**config.mk**
```make
export PLATFORM = sky130hd
export DESIGN_NAME = riscv_lsu
export DESIGN_NICKNAME = d
export VERILOG_FILES = /design/src/rtl/riscv_lsu.sv
export SDC_FILE = /design/constraint.sdc
export NUM_CORES = 1
export LEC_CHECK = 0
export ABC_CLOCK_PERIOD_IN_PS = 3300
export BUFFER_PORTS_ARGS = -buffer_cell sky130_fd_sc_hd__buf_2
export CORE_MARGIN = 2
export CORE_UTILIZATION = 46
export DETAILED_ROUTE_END_ITERATION = 16
export PLACE_DENSITY_LB_ADDON = 0.3
export SKIP_CTS_REPAIR_TIMING = 1
export SLEW_MARGIN = 20
export SYNTH_ARGS = -nofsm -noshare
export SYNTH_HDL_FRONTEND = slang
export SYNTH_SLANG_ARGS = --single-unit
```
**constraint.sdc**
```tcl
create_clock -name clk_in -period 3.3 [get_ports clk_in]
set_input_delay 0.165 -clock clk_in [delete_from_list [all_inputs] [get_ports clk_in]]
set_output_delay 0.165 -clock clk_in [all_outputs]
set_load 0.05 [all_outputs]
```
**src/rtl/riscv_lsu.sv**
```systemverilog
// riscv_lsu: load/store unit between the execute-stage ALU and a single-port
// synchronous data BRAM. One outstanding access at a time, valid/ready request
// side, one-cycle response pulse with sign/zero-extended load data or a fault.
//
// state | meaning
// IDLE  | ready for a request; decode faults at accept
// ISSUE | one-cycle BRAM enable (write strobes for stores)
// WAIT  | load only: count down BRAM read latency, sample data at count 1
// DONE  | one-cycle response pulse, then back to IDLE
module riscv_lsu #(
    parameter int MEM_LATENCY = 2
) (
    input  logic        clk_in,
    input  logic        rst_in,
    input  logic        req_valid_in,
    output logic        req_ready_out,
    input  logic        req_we_in,
    input  logic [2:0]  req_func_in,
    input  logic [31:0] req_addr_in,
    input  logic [31:0] req_wdata_in,
    input  logic [4:0]  req_rd_in,
    output logic        mem_en_out,
    output logic [3:0]  mem_we_out,
    output logic [31:0] mem_addr_out,
    output logic [31:0] mem_wdata_out,
    input  logic [31:0] mem_rdata_in,
    output logic        rsp_valid_out,
    output logic [31:0] rsp_data_out,
    output logic [4:0]  rsp_rd_out,
    output logic        rsp_fault_out
);

    typedef enum logic [1:0] {
        S_IDLE  = 2'd0,
        S_ISSUE = 2'd1,
        S_WAIT  = 2'd2,
        S_DONE  = 2'd3
    } state_t;

    state_t      r_state;
    state_t      w_next;

    logic        r_we;
    logic [2:0]  r_func;
    logic [31:0] r_addr;
    logic [31:0] r_wdata;
    logic [4:0]  r_rd;
    logic [2:0]  r_cnt;

    logic [31:0] r_rsp_data;
    logic [4:0]  r_rsp_rd;
    logic        r_rsp_fault;

    logic        w_accept;
    logic        w_func_bad;
    logic        w_misalign;
    logic        w_fault;
    logic [3:0]  w_strb;
    logic [31:0] w_lane_data;
    logic [31:0] w_shifted;
    logic [31:0] w_load_data;

    assign req_ready_out = (r_state == S_IDLE) && !rst_in;
    assign w_accept      = req_valid_in && req_ready_out;
    assign rsp_valid_out = (r_state == S_DONE);
    assign rsp_data_out  = r_rsp_data;
    assign rsp_rd_out    = r_rsp_rd;
    assign rsp_fault_out = r_rsp_fault;

    // Decode illegal funct3 and misalignment straight from the request inputs.
    always_comb begin
        w_func_bad = 1'b0;
        w_misalign = 1'b0;
        if (req_we_in) begin
            w_func_bad = (req_func_in >= 3'b011);
        end else begin
            w_func_bad = (req_func_in == 3'b011) || (req_func_in[2:1] == 2'b11);
        end
        if ((req_func_in[1:0] == 2'b01) && req_addr_in[0]) begin
            w_misalign = 1'b1;
        end
        if ((req_func_in[1:0] == 2'b10) && (req_addr_in[1:0] != 2'b00)) begin
            w_misalign = 1'b1;
        end
        w_fault = w_func_bad || w_misalign;
    end

    // Store lane steering: replicate the byte/half across the word, strobe the target lanes.
    always_comb begin
        w_strb      = 4'b1111;
        w_lane_data = r_wdata;
        case (r_func[1:0])
            2'b00: begin
                w_strb      = 4'b0001 << r_addr[1:0];
                w_lane_data = {4{r_wdata[7:0]}};
            end
            2'b01: begin
                w_strb      = 4'b0011 << {r_addr[1], 1'b0};
                w_lane_data = {2{r_wdata[15:0]}};
            end
            default: begin
                w_strb      = 4'b1111;
                w_lane_data = r_wdata;
            end
        endcase
    end

    // Load extract: shift the addressed byte/half down to bit 0, then extend.
    always_comb begin
        w_shifted   = mem_rdata_in >> {r_addr[1:0], 3'b000};
        w_load_data = w_shifted;
        case (r_func)
            3'b000:  w_load_data = {{24{w_shifted[7]}}, w_shifted[7:0]};
            3'b001:  w_load_data = {{16{w_shifted[15]}}, w_shifted[15:0]};
            3'b100:  w_load_data = {24'd0, w_shifted[7:0]};
            3'b101:  w_load_data = {16'd0, w_shifted[15:0]};
            default: w_load_data = w_shifted;
        endcase
    end

    // State register; reset aborts any access in flight.
    always_ff @(posedge clk_in or posedge rst_in) begin
        if (rst_in) begin
            r_state <= S_IDLE;
        end else begin
            r_state <= w_next;
        end
    end

    // Next-state and BRAM-side outputs; memory is only touched in ISSUE.
    always_comb begin
        w_next        = r_state;
        mem_en_out    = 1'b0;
        mem_we_out    = 4'b0000;
        mem_addr_out  = {r_addr[31:2], 2'b00};
        mem_wdata_out = w_lane_data;
        case (r_state)
            S_IDLE: begin
                if (w_accept) begin
                    w_next = w_fault ? S_DONE : S_ISSUE;
                end
            end
            S_ISSUE: begin
                mem_en_out = 1'b1;
                if (r_we) begin
                    mem_we_out = w_strb;
                    w_next     = S_DONE;
                end else begin
                    w_next = S_WAIT;
                end
            end
            S_WAIT: begin
                if (r_cnt == 3'd1) begin
                    w_next = S_DONE;
                end
            end
            S_DONE: begin
                w_next = S_IDLE;
            end
            default: begin
                w_next = S_IDLE;
            end
        endcase
    end

    // Request capture, latency counter and response registers (held between responses).
    always_ff @(posedge clk_in or posedge rst_in) begin
        if (rst_in) begin
            r_we        <= 1'b0;
            r_func      <= 3'd0;
            r_addr      <= 32'd0;
            r_wdata     <= 32'd0;
            r_rd        <= 5'd0;
            r_cnt       <= 3'd0;
            r_rsp_data  <= 32'd0;
            r_rsp_rd    <= 5'd0;
            r_rsp_fault <= 1'b0;
        end else begin
            case (r_state)
                S_IDLE: begin
                    if (w_accept) begin
                        r_we    <= req_we_in;
                        r_func  <= req_func_in;
                        r_addr  <= req_addr_in;
                        r_wdata <= req_wdata_in;
                        r_rd    <= req_rd_in;
                        if (w_fault) begin
                            r_rsp_data  <= 32'd0;
                            r_rsp_rd    <= req_rd_in;
                            r_rsp_fault <= 1'b1;
                        end
                    end
                end
                S_ISSUE: begin
                    if (r_we) begin
                        r_rsp_data  <= 32'd0;
                        r_rsp_rd    <= r_rd;
                        r_rsp_fault <= 1'b0;
                    end else begin
                        r_cnt <= 3'(MEM_LATENCY);
                    end
                end
                S_WAIT: begin
                    r_cnt <= r_cnt - 3'd1;
                    if (r_cnt == 3'd1) begin
                        r_rsp_data  <= w_load_data;
                        r_rsp_rd    <= r_rd;
                        r_rsp_fault <= 1'b0;
                    end
                end
                default: begin
                    r_cnt <= r_cnt;
                end
            endcase
        end
    end

endmodule

```
==> summary.md <==
| Metric | Value |
|---|---|
| Layout Area Growth over Synthesis | `33.9%` |
| Arr. time, crit path | `2.45 ns` |
| Required time worst endpoint | `3.13 ns` |
| Non-filler instance count after layout | `949` |
| Library cells used by synthesis | `41` |
| Seq/Total Area, Yosys | `47.5%` |
| Async S/R FF share, synth | `100%` |
| Number of design rule violations left after detail routing | `0` |
| CP Depth | `5` |
| Drt pass-1 iters | `4` |
| Startpoint of the worst register-to-register path | `r_state[0]` |
| Relative slew slack | `35.4%` |
| Vias/cell | `5.22` |
| Number of buffers inserted during clock tree synthesis | `17` |
| Count of filler cells inserted in the layout | `1,050` |
| Synthesized area | `6110 um2` |
| Slew at the pin closest to its max-slew limit | `0.969 ns` |
| Capturing point of the worst reg2reg path | `rsp_data_out[7]` |
| Reg2reg setup slack | `0.83 ns` |
| Violations in the final reports | `hold timing` |
| Timing startpoint of the critical path | `r_func[0]` |
| Antenna violations before repair | `1` |
| Critical path start-end classification | `flip-flop to output pin` |
| Die extent in y | `119 um` |
| Reported max-cap violation count | `0` |
| Final min period | `2.62 ns` |
| Register bit total from synthesis | `116` |
| Die boundary width | `119 um` |
| Placed wire-length estimate | `11.0 mm` |
| Critical path cell sequence | `or2_0, buf_4, nand2_1, nand2_1, buf_2` |
| Number of synthesized flops with an enable pin | `0` |
| Family of cells with the greatest summed delay on the critical path | `flip-flops` |
| Top FF cell, synth | `dfrtp_1` |
| Maximum fanout count along the critical path | `16` |
| Area of the die | `14,200 um2` |
| Routability Congestion | `0.866` |
| Starting density of the core | `46.7%` |
| Post-Place Cells | `860` |
| Core Box Area | `13,100 um2` |
| Ports | `217` |
| Cell count after synthesis | `539` |
| Average routed wire per standard cell | `17.0 um` |
| Final Hold Viols | `63` |
| Antenna-violating nets left | `0` |
| Placement Rows | `42` |
| Status | `finished with violations` |
| Overall routed net length | `16.1 mm` |
| Sum of negative setup slack | `0 ns` |
| Routed vias | `4,953` |
| Clock tree from TritonCTS | `built` |
| Worst R2R Path Depth | `6` |
| Element type at the critical path end | `output pin` |
| Num Clock Sinks | `116` |
| Number of setup violations in the final report | `0` |
| Clock buffer depth | `2` |
| Post-placement setup slack | `0.821 ns` |
| Hold crit path type | `input pin to asynchronous set/reset pin` |
| Final Max Tran Viols | `0` |
| Largest net degree at the start of global routing | `74` |
| Antenna cell count | `0` |
| Vias in the first global route | `4,782` |
| Syn. warnings | `0` |
| Post-synthesis area per instance | `11.3 um2` |
| Type of origin of the critical path | `flip-flop` |
| Count of input and output buffers | `214` |
| Final net count | `875` |
| Clk Tree Root Cell | `clkbuf_16` |
| Clock transition at path regs | `0.05 ns` |
| Fin Hold WS | `-0.0735 ns` |
| All-layer global routing usage | `21.9%` |
| Peak per-stage delay on the critical path | `0.81 ns` |
| Clk_lat worst skew | `0.41 ns` |
| First-pass GRT wire length | `24.6 mm` |
| RSZ-0062 raised after global routing | `false` |
| Layout cell share with drive strength beyond 1 | `46.3%` |
| Buffers & Inverters on Critical Path | `2` |
| Initial DRC Count | `347` |
| Global-route congestion overflow total | `0` |
| Maximum level of the CTS H-tree | `4` |
| Fmax achieved | `382 MHz` |
| Worst Skew | `0.00581 ns` |
| Crit-path slowest cell | `dfrtp_1` |
| Cell repeated most along the worst path | `nand2_1` |
| Final worst slack | `0.681 ns` |
| Portion of the clock cycle consumed by the worst path in the final layout | `79.4%` |
## flip-flops by register name (all words and copies together), names as in the netlist
register       count
r_func             3
r_addr            32
r_rd               5
r_state            2
r_wdata           32
r_cnt              3
rsp_rd_out         5
rsp_data_out      32
rsp_fault_out      1
r_we               1
## kinds of logic (layout without fill, tap and decap cells)
kind of cell	after synthesis	in the layout	share of synthesized area (%)
adders and majority gates	7	7	1.43
buffers and inverters	95	328	9.12
muxes	130	130	23.3
xor gates and xnor gates	1	1	0.143
DFF	116	116	47.5
and+or+nand+nor	89	89	6.41
other	1	2	0.0614
AOI/OAI and AO/OA	100	100	11.9
## Yosys cell counts, drive strengths merged (2+ instances only)
library cell  count  area (um2)
nor2b             6        37.5
mux2i            40         400
a21oi            18        90.1
mux2             89        1000
o2bb2ai          15         131
nand2b            3        18.8
o211ai            8        60.1
ha                7        87.6
dfrtp           116        2900
nand3             2        10.0
buf              61         428
clkbuf           16        61.3
nor2              8        30.0
a31oi            37         294
inv              18        67.6
o21ai            15        75.1
nand2            62         233
## layout by cell type, fill, tap and decap left out, types with 10 or more instances in the layout
master / instances
mux2i_1: 40
buf_2: 214
a21oi_1: 17
o2bb2ai_1: 15
clkbuf_16: 17
a31oi_1: 27
o21ai_0: 14
dlygate4sd3_1: 57
nand2_1: 61
inv_1: 17
a31oi_2: 10
mux2_2: 89
dfrtp_1: 116
## per-stage QoR
stage / area, um2 / hold slack, ns / util [%]
after floorplan: 6110 / 0.316 / -
after global placement: 6990 / 0.387 / 53.4
after detailed placement: 6990 / 0.400 / 53.4
after CTS: 7600 / -0.0311 / 58.1
after global routing: 8170 / -0.00168 / 62.5
final: 8170 / -0.0735 / 62.5
## how the worst max path moves through the flow
stage	end	slack [ns]
4_1_cts	mem_wdata_out[9]	0.66
5_1_grt	mem_wdata_out[13]	0.52
6_report	mem_wdata_out[9]	0.68
3_3_place_gp	rsp_data_out[2]	0.95
2_1_floorplan	r_addr[0]	0.06
3_5_place_dp	rsp_data_out[7]	0.82
## worst reg2reg max path, cell delays in order (launching register included)
cell	delay, ns
dfrtp_1	0.43
inv_1	0.11
ha_1	0.21
buf_4	0.20
a22oi_4	0.59
and3_4	0.62
mux2i_1	0.24
## metal layers
layer,part of all wire (%),wire [um],track usage [%],up-vias
met3,6.5,1050,5.70,33
met4,2.3,364,8.78,2
met5,0.056,9,0,-
met1,42,6740,28.8,2407
met2,49,7980,34.6,188
li1,-,-,-,2323
## area by class of cell
class                      count  area [um2]  area share (%)
inverter                      18        70.1           0.857
timing repair buffer         278        1710            20.9
tap                          176         220            2.69
sequential                   116        2900            35.5
clock buffer                  23         488            5.97
clock inverter                 9         125            1.53
multi-input combinational    329        2660            32.6
Power is left out: the tool's default activity adds up to more than one toggle a clock period on the data nets, which glitch-free logic cannot reach.
